### config.mk
export PLATFORM = sky130hd
export DESIGN_NAME = spi_slave_flat
export DESIGN_NICKNAME = d
export VERILOG_FILES = /design/src/rtl/spi_slave_pkg.sv /design/src/rtl/spi_slave_if.sv /design/src/rtl/spi_slave_fifo.sv /design/src/rtl/spi_slave.sv /design/src/flat_wrapper.sv
export SDC_FILE = /design/constraint.sdc
export NUM_CORES = 1
export LEC_CHECK = 0
export ABC_AREA = 1
export BUFFER_PORTS_ARGS = -buffer_cell sky130_fd_sc_hd__buf_4
export CORE_MARGIN = 2
export CORE_UTILIZATION = 30
export DETAILED_ROUTE_END_ITERATION = 16
export GPL_ROUTABILITY_DRIVEN = 0
export SYNTH_ARGS = -nofsm -noshare
export SYNTH_HDL_FRONTEND = slang
export SYNTH_SLANG_ARGS = --single-unit
### constraint.sdc
create_clock -name i_clock -period 2.7 [get_ports i_clock]
set_input_delay 0 -clock i_clock [delete_from_list [all_inputs] [get_ports i_clock]]
set_output_delay 0 -clock i_clock [all_outputs]
set_load 0.005 [all_outputs]
### src/rtl/spi_slave_pkg.sv
// spi_slave_pkg: shared types and constants for the SPI mode-0 responder.
// Optional feature macro used by this slice: SPI_SLAVE_BSYNC_EN.
package spi_slave_pkg;

   typedef enum logic {
      ST_IDLE   = 1'b0,
      ST_ACTIVE = 1'b1
   } state_t;

   localparam logic [7:0] SPI_IDLE_BYTE = 8'hFF;
   localparam logic [2:0] BIT_FIRST     = 3'd7;
   localparam logic [2:0] BIT_AFTER_SYNC = 3'd6;

endpackage

### src/rtl/spi_slave_if.sv
// spi_slave_if: SPI pins plus the RX FIFO / TX holding register handshake.
// Macro SPI_SLAVE_BSYNC_EN adds the bsync framing pin.
interface spi_slave_if;
   logic       sck;
   logic       mosi;
   logic       ncs;
`ifdef SPI_SLAVE_BSYNC_EN
   logic       bsync;
`endif
   logic       miso;
   logic [7:0] rx_data;
   logic       rx_valid;
   logic       rx_pop;
   logic       rx_ovf;
   logic       rx_ovf_clr;
   logic [7:0] tx_data;
   logic       tx_load;
   logic       tx_empty;

   modport master (
`ifdef SPI_SLAVE_BSYNC_EN
      output bsync,
`endif
      output sck, mosi, ncs,
      output rx_pop, rx_ovf_clr,
      output tx_data, tx_load,
      input  miso, rx_data, rx_valid,
      input  rx_ovf, tx_empty
   );

   modport slave (
`ifdef SPI_SLAVE_BSYNC_EN
      input  bsync,
`endif
      input  sck, mosi, ncs,
      input  rx_pop, rx_ovf_clr,
      input  tx_data, tx_load,
      output miso, rx_data, rx_valid,
      output rx_ovf, tx_empty
   );
endinterface

### src/rtl/spi_slave_fifo.sv
// spi_slave_fifo: synchronous FIFO with extra-MSB pointers.
// A pop frees the head slot so a push in the same clock succeeds when full.
module spi_slave_fifo #(
   parameter int DEPTH = 4,
   parameter int WIDTH = 8
) (
   input  logic             i_clk,
   input  logic             i_rst,
   input  logic             i_push,
   input  logic             i_pop,
   input  logic [WIDTH-1:0] i_din,
   output logic [WIDTH-1:0] o_dout,
   output logic             o_full,
   output logic             o_empty
);
   localparam int AW = $clog2(DEPTH);
   localparam logic [AW:0] PTR_ONE = {{AW{1'b0}}, 1'b1};

   logic [WIDTH-1:0] r_mem [DEPTH];
   logic [AW:0]      r_wptr;
   logic [AW:0]      r_rptr;
   logic             w_do_push;
   logic             w_do_pop;

   assign o_empty   = (r_wptr == r_rptr);
   assign o_full    = (r_wptr[AW] != r_rptr[AW]) &&
                      (r_wptr[AW-1:0] == r_rptr[AW-1:0]);
   assign o_dout    = r_mem[r_rptr[AW-1:0]];
   assign w_do_pop  = i_pop & ~o_empty;
   assign w_do_push = i_push & (~o_full | w_do_pop);

   // Storage and pointer update; pop is applied before the full test.
   always_ff @(posedge i_clk) begin
      if (i_rst) begin
         r_wptr <= '0;
         r_rptr <= '0;
         for (int i = 0; i < DEPTH; i++) r_mem[i] <= '0;
      end else begin
         if (w_do_push) begin
            r_mem[r_wptr[AW-1:0]] <= i_din;
            r_wptr <= r_wptr + PTR_ONE;
         end
         if (w_do_pop) r_rptr <= r_rptr + PTR_ONE;
      end
   end
endmodule

### src/rtl/spi_slave.sv
// spi_slave: oversampled SPI mode-0 responder with RX FIFO and TX holding reg.
// Define SPI_SLAVE_BSYNC_EN to enable bsync byte realignment.
module spi_slave
   import spi_slave_pkg::*;
#(
   parameter int FIFO_DEPTH  = 4,
   parameter int SYNC_STAGES = 2
) (
   input logic       i_clock,
   input logic       i_rst,
   spi_slave_if.slave bus
);
   logic [SYNC_STAGES-1:0] r_sck_sync;
   logic [SYNC_STAGES-1:0] r_mosi_sync;
   logic [SYNC_STAGES-1:0] r_ncs_sync;
   logic                   r_sck_d;
   logic                   w_sck_s;
   logic                   w_mosi_s;
   logic                   w_ncs_s;
   logic                   w_bsync_s;
   logic                   w_sck_rise;
   logic                   w_sck_fall;

   state_t     r_state;
   logic [2:0] r_bitcnt;
   logic [6:0] r_shift_rx;
   logic [7:0] r_shift_tx;
   logic [7:0] r_hold;
   logic       r_tx_empty;
   logic       r_miso;
   logic       r_reload;
   logic       r_push;
   logic [7:0] r_push_data;
   logic       r_ovf;
   logic [7:0] w_tx_next;
   logic [7:0] w_rx_byte;
   logic [7:0] w_fifo_dout;
   logic       w_full;
   logic       w_empty;

   // Pin synchronisers; reset to the idle bus state (ncs high, sck low).
   always_ff @(posedge i_clock) begin
      if (i_rst) begin
         r_sck_sync  <= '0;
         r_mosi_sync <= '0;
         r_ncs_sync  <= '1;
      end else begin
         r_sck_sync  <= {r_sck_sync[SYNC_STAGES-2:0], bus.sck};
         r_mosi_sync <= {r_mosi_sync[SYNC_STAGES-2:0], bus.mosi};
         r_ncs_sync  <= {r_ncs_sync[SYNC_STAGES-2:0], bus.ncs};
      end
   end

`ifdef SPI_SLAVE_BSYNC_EN
   logic [SYNC_STAGES-1:0] r_bsync_sync;

   // bsync shares the sck pipeline delay so it lines up with the sck rise.
   always_ff @(posedge i_clock) begin
      if (i_rst) r_bsync_sync <= '0;
      else r_bsync_sync <= {r_bsync_sync[SYNC_STAGES-2:0], bus.bsync};
   end

   assign w_bsync_s = r_bsync_sync[SYNC_STAGES-1];
`else
   assign w_bsync_s = 1'b0;
`endif

   // Edge-detect flop on the synchronised sck.
   always_ff @(posedge i_clock) begin
      if (i_rst) r_sck_d <= 1'b0;
      else r_sck_d <= w_sck_s;
   end

   assign w_sck_s    = r_sck_sync[SYNC_STAGES-1];
   assign w_mosi_s   = r_mosi_sync[SYNC_STAGES-1];
   assign w_ncs_s    = r_ncs_sync[SYNC_STAGES-1];
   assign w_sck_rise = w_sck_s & ~r_sck_d;
   assign w_sck_fall = ~w_sck_s & r_sck_d;
   assign w_tx_next  = r_tx_empty ? SPI_IDLE_BYTE : r_hold;
   assign w_rx_byte  = {r_shift_rx, w_mosi_s};

   // Transfer FSM: bit framing, RX shift, TX shift and holding register.
   always_ff @(posedge i_clock) begin
      if (i_rst) begin
         r_state     <= ST_IDLE;
         r_bitcnt    <= BIT_FIRST;
         r_shift_rx  <= '0;
         r_shift_tx  <= SPI_IDLE_BYTE;
         r_hold      <= '0;
         r_tx_empty  <= 1'b1;
         r_miso      <= 1'b1;
         r_reload    <= 1'b0;
         r_push      <= 1'b0;
         r_push_data <= '0;
      end else begin
         r_push <= 1'b0;
         unique case (r_state)
            ST_IDLE: begin
               r_miso   <= 1'b1;
               r_bitcnt <= BIT_FIRST;
               r_reload <= 1'b0;
               if (!w_ncs_s) begin
                  // Mode 0: first bit must be on miso before the first rise.
                  r_state    <= ST_ACTIVE;
                  r_miso     <= w_tx_next[7];
                  r_shift_tx <= {w_tx_next[6:0], 1'b1};
                  r_tx_empty <= 1'b1;
               end
            end
            ST_ACTIVE: begin
               if (w_ncs_s) begin
                  r_state  <= ST_IDLE;
                  r_miso   <= 1'b1;
                  r_bitcnt <= BIT_FIRST;
                  r_reload <= 1'b0;
               end else begin
                  if (w_sck_rise) begin
                     r_shift_rx <= w_rx_byte[6:0];
                     if (w_bsync_s) begin
                        r_bitcnt <= BIT_AFTER_SYNC;
                     end else if (r_bitcnt == 3'd0) begin
                        r_push      <= 1'b1;
                        r_push_data <= w_rx_byte;
                        r_bitcnt    <= BIT_FIRST;
                        r_reload    <= 1'b1;
                     end else begin
                        r_bitcnt <= r_bitcnt - 3'd1;
                     end
                  end
                  if (w_sck_fall) begin
                     if (r_reload) begin
                        r_miso     <= w_tx_next[7];
                        r_shift_tx <= {w_tx_next[6:0], 1'b1};
                        r_tx_empty <= 1'b1;
                        r_reload   <= 1'b0;
                     end else begin
                        r_miso     <= r_shift_tx[7];
                        r_shift_tx <= {r_shift_tx[6:0], 1'b1};
                     end
                  end
               end
            end
         endcase
         // A load in the same clock as a reload keeps the new byte held.
         if (bus.tx_load) begin
            r_hold     <= bus.tx_data;
            r_tx_empty <= 1'b0;
         end
      end
   end

   spi_slave_fifo #(
      .DEPTH (FIFO_DEPTH),
      .WIDTH (8)
   ) u_fifo (
      .i_clk   (i_clock),
      .i_rst   (i_rst),
      .i_push  (r_push),
      .i_pop   (bus.rx_pop),
      .i_din   (r_push_data),
      .o_dout  (w_fifo_dout),
      .o_full  (w_full),
      .o_empty (w_empty)
   );

   // Sticky overrun; a new overrun beats a clear in the same clock.
   always_ff @(posedge i_clock) begin
      if (i_rst) r_ovf <= 1'b0;
      else if (r_push && w_full && !bus.rx_pop) r_ovf <= 1'b1;
      else if (bus.rx_ovf_clr) r_ovf <= 1'b0;
   end

   assign bus.miso     = r_miso;
   assign bus.rx_data  = w_fifo_dout;
   assign bus.rx_valid = ~w_empty;
   assign bus.rx_ovf   = r_ovf;
   assign bus.tx_empty = r_tx_empty;
endmodule
### src/flat_wrapper.sv
// flat-port wrapper written by rule: the top's interface ports become plain ports
module spi_slave_flat import spi_slave_pkg::*;
#(
   parameter int FIFO_DEPTH  = 4,
   parameter int SYNC_STAGES = 2
)
  (i_clock, i_rst, bus_sck, bus_mosi, bus_ncs, bus_rx_pop, bus_rx_ovf_clr, bus_tx_data, bus_tx_load, bus_miso, bus_rx_data, bus_rx_valid, bus_rx_ovf, bus_tx_empty);
  spi_slave_if bus_i ();
  input logic i_clock;
  input logic i_rst;
  input wire logic [$bits(bus_i.sck)-1:0] bus_sck;
  input wire logic [$bits(bus_i.mosi)-1:0] bus_mosi;
  input wire logic [$bits(bus_i.ncs)-1:0] bus_ncs;
  input wire logic [$bits(bus_i.rx_pop)-1:0] bus_rx_pop;
  input wire logic [$bits(bus_i.rx_ovf_clr)-1:0] bus_rx_ovf_clr;
  input wire logic [$bits(bus_i.tx_data)-1:0] bus_tx_data;
  input wire logic [$bits(bus_i.tx_load)-1:0] bus_tx_load;
  output wire logic [$bits(bus_i.miso)-1:0] bus_miso;
  output wire logic [$bits(bus_i.rx_data)-1:0] bus_rx_data;
  output wire logic [$bits(bus_i.rx_valid)-1:0] bus_rx_valid;
  output wire logic [$bits(bus_i.rx_ovf)-1:0] bus_rx_ovf;
  output wire logic [$bits(bus_i.tx_empty)-1:0] bus_tx_empty;
  assign bus_i.sck = bus_sck;
  assign bus_i.mosi = bus_mosi;
  assign bus_i.ncs = bus_ncs;
  assign bus_i.rx_pop = bus_rx_pop;
  assign bus_i.rx_ovf_clr = bus_rx_ovf_clr;
  assign bus_i.tx_data = bus_tx_data;
  assign bus_i.tx_load = bus_tx_load;
  assign bus_miso = bus_i.miso;
  assign bus_rx_data = bus_i.rx_data;
  assign bus_rx_valid = bus_i.rx_valid;
  assign bus_rx_ovf = bus_i.rx_ovf;
  assign bus_tx_empty = bus_i.tx_empty;
  spi_slave #(.FIFO_DEPTH(FIFO_DEPTH), .SYNC_STAGES(SYNC_STAGES)) u_core (.i_clock(i_clock), .i_rst(i_rst), .bus(bus_i));
endmodule
==> out/metrics.yaml <==
setup_path:
  slowest_delay_ps: 670
  crit_top_cell: "nand2_1"
  crit_required_ps: 2750
  cpMaxStageDelayCell: "dfxtp_1"
  cp_max_fo: 12
  crit_path_start_kind: "flip-flop"
  crit_type: "flip-flop to flip-flop"
  cp.arrival_ps: 2200
  crit_family: "simple AND/OR/NAND/NOR gates"
  critPathBufInv: 3
  endpoint_kind: "flip-flop"
  cp_cell_sequence: "inv_1, nand2_1, nand2_1, nor2_2, nand2_4, nand4_1, inv_2, nor2_1, buf_4"
finish:
  drive_above_1_share_pct: 15.7
  final_area_sq_mm: 0.00443
  nets: 455
  regArea_sq_mm: 0.00204
  area_growth_pct: 26.1
  antennaDiodeCount: 0
  stdcell_count: 583
  multi_input_area_sq_mm: 0.00122
  fill_cells: 1160
clock_tree:
  htree_num_levels: 3
  cts_resized: 0
  ctsHoldBuffers: 21
  cts.sinks: 86
  clk_pin_slew_ps: 60
  cts_setup_buffers: 0
  cts_buffers: 9
  clockBufferDepth: 2
  cts_root_buffer: "clkbuf_16"
  cts_tree: "done"
  clk_latency_ps: 330
global_route:
  overflow: 0
  grt_max_degree: 28
  first_global_vias: 2664
  grt_first_pass_wirelength_mm: 12.8
  antenna_found_initial: 0
  groute.usage.overall_pct: 12.6
worst_hold_path:
  hold_path_class: "input port to flip-flop"
timing:
  setup_viol: 0
  fin_crit_ps: 2160
  worst_pin_slew_ps: 553
  drv_slew: 0
  fmax_ghz: 0.464
  rsz0062_at_grt: "no"
  finalHoldViolations: 0
  skew_ps: 5.01
  fin_crit_sh_pct: 79.8
  maxSlewHeadroom_pct: 63.1
  fin_tns_setup_ps: 0
logic_synthesis:
  synth.avg_cell_area_sq_um: 9.19
  synth-seq-area-share_pct: 58.2
  syn_nets: 402
  ys_top_cells_by_area: "dfxtp_1 31%, edfxtp_1 27%, o21ai_0 6.8%"
  netlist_instances: 382
  synth_top_area_cell: "dfxtp_1"
  ys_ff_latch: 86
  yosys_warnings: 0
  synth_top_cell_area_share_pct: 30.8
  netlist_area_sq_mm: 0.00351
  yosysUniqueCellTypes: 28
placed_design:
  post-dp-hpwl_mm: 5.05
  dp_cells: 546
  place_area_sq_mm: 0.00387
  portBuffers: 27
power:
  sequentialPowerShare_pct: 46.1
  powerDensity_mw_per_mm2: 695
  ir_drop_mv: 0.334
  p_clk_share_pct: 45.8
  p_leak_nw: 1.69
  p_int_mw: 2.42
  p_comb_share_pct: 8.1
  switching_share_pct: 21.4
  switchingPower_mw: 0.657
floorplanning:
  boundaryPins: 28
  row_count: 39
  die_area_sq_mm: 0.0126
  core_area_sq_mm: 0.0114
  die_w_microns: 112
  die_h_microns: 112
  initial_core_util_pct: 30.7
route:
  finalWirelength_mm: 7.31
  viasPerCell: 4.57
  routedWlPerCell_microns: 12.5
  drtAntennaViolNets: 0
  num_vias: 2662
  drc_errors: 0
  drt-initial-drc-count: 159
  drt_pass1_iterations: 4
run:
  maxCapViolCount: 0
status:
  status: "complete, no violations"
==> metal layers <==
metal	track usage, %	part of all wire (%)	vias up
met5	0	0	-
met4	4.39	1.2	0
met3	3.19	3.0	5
met2	21.4	50	45
met1	15.7	46	1218
li1	-	-	1394
==> synthesized netlist by cell type <==
master    instances
a211oi_1          1
a21oi_1          20
buf_1             2
buf_2             1
buf_6             3
clkbuf_1          7
clkinv_1          2
dfxtp_1          54
edfxtp_1         32
ha_1              4
inv_1            45
inv_2             1
nand2_1          39
nand2_2           1
nand2_4           1
nand3_1          12
nand4_1           2
nand4_4           1
nor2_1           58
nor2_2            3
nor3_1           15
nor3_2           10
o211ai_1          1
o21ai_0          48
o221ai_1          7
o22ai_1           8
or2_2             2
xor2_1            2
==> final timing paths <==
| check | slack [ps] | from | cells after the start | endpoint |
|---|---|---|---|---|
| max reg2reg | 540 | u_core.u_fifo.r_wptr[0] | 9 | u_core.u_fifo.r_mem[3][4] |
| max | 540 | u_core.u_fifo.r_wptr[0] | 9 | u_core.u_fifo.r_mem[3][4] |
| min | 5 | i_rst | 2 | u_core.r_sck_d |
| min reg2reg | 410 | u_core.r_ncs_sync[0] | 1 | u_core.r_ncs_sync[1] |
==> cell type report <==
| type | count | share of cell area [%] |
|---|---|---|
| clock buffer | 9 | 5.09 |
| clock inverter | 7 | 2.71 |
| sequential | 86 | 46.1 |
| multi-input combinational | 235 | 27.5 |
| timing repair buffer | 55 | 10.5 |
| tap | 143 | 4.04 |
| inverter | 48 | 4.07 |
==> state kept, by name, indices dropped and copies added, names as in the netlist, named ones only <==
signal	flops
u_core.u_fifo.r_mem	32
u_core.r_hold	8
u_core.r_push_data	8
u_core.r_shift_rx	7
u_core.r_shift_tx	7
u_core.r_bitcnt	3
u_core.u_fifo.r_rptr	3
u_core.u_fifo.r_wptr	3
u_core.r_mosi_sync	2
u_core.r_ncs_sync	2
u_core.r_sck_sync	2
u_core.bus.miso	1
u_core.bus.rx_ovf	1
u_core.bus.tx_empty	1
u_core.r_push	1
u_core.r_reload	1
u_core.r_sck_d	1
u_core.r_state	1
==> power by group through the flow <==
| stage | clock [mW] | combinational (mW) | sequential (mW) |
|---|---|---|---|
| 4_1_cts | 1.44 | 0.252 | 1.42 |
| 3_5_place_dp | 0 | 0.225 | 1.45 |
| 3_3_place_gp | 0 | 0.218 | 1.45 |
| 2_1_floorplan | 0 | 0.122 | 1.44 |
| 6_report | 1.41 | 0.249 | 1.42 |
| 5_1_grt | 1.51 | 0.283 | 1.42 |
==> placed cells by master, fill, tap and decap left out, drive strengths merged <==
| cell | instances |
|---|---|
| nor3 | 25 |
| clkinvlp | 2 |
| bufinv | 3 |
| o211ai | 1 |
| nand4 | 3 |
| o21ai | 48 |
| nand2 | 41 |
| clkbuf | 9 |
| dlygate4sd3 | 21 |
| inv | 48 |
| o221ai | 7 |
| clkinv | 2 |
| ha | 4 |
| or2 | 2 |
| a211oi | 1 |
| dfxtp | 54 |
| o22ai | 8 |
| nor2 | 61 |
| a21oi | 20 |
| edfxtp | 32 |
| nand3 | 12 |
| xor2 | 2 |
| buf | 34 |
==> through the flow <==
step	power, mW	hold slack [ps]	setup WS [ps]	utilization (%)
2_1_floorplan	1.56	104	772	-
3_3_place_gp	1.66	185	687	33.9
3_5_place_dp	1.67	188	538	33.9
4_1_cts	3.11	0.259	572	38.8
5_1_grt	3.21	11.5	307	38.8
6_report	3.08	4.61	544	38.8
==> logic make-up after synthesis <==
| group | after synthesis | synth area share, % |
|---|---|---|
| AOI/OAI and AO/OA | 85 | 13.3 |
| xor gates and xnor gates | 2 | 0.499 |
| adders and majority gates | 4 | 1.43 |
| buffers and inverters | 61 | 7.20 |
| DFF | 86 | 58.2 |
| and+or+nand+nor | 144 | 19.4 |
(Power assumes the default switching activity.)
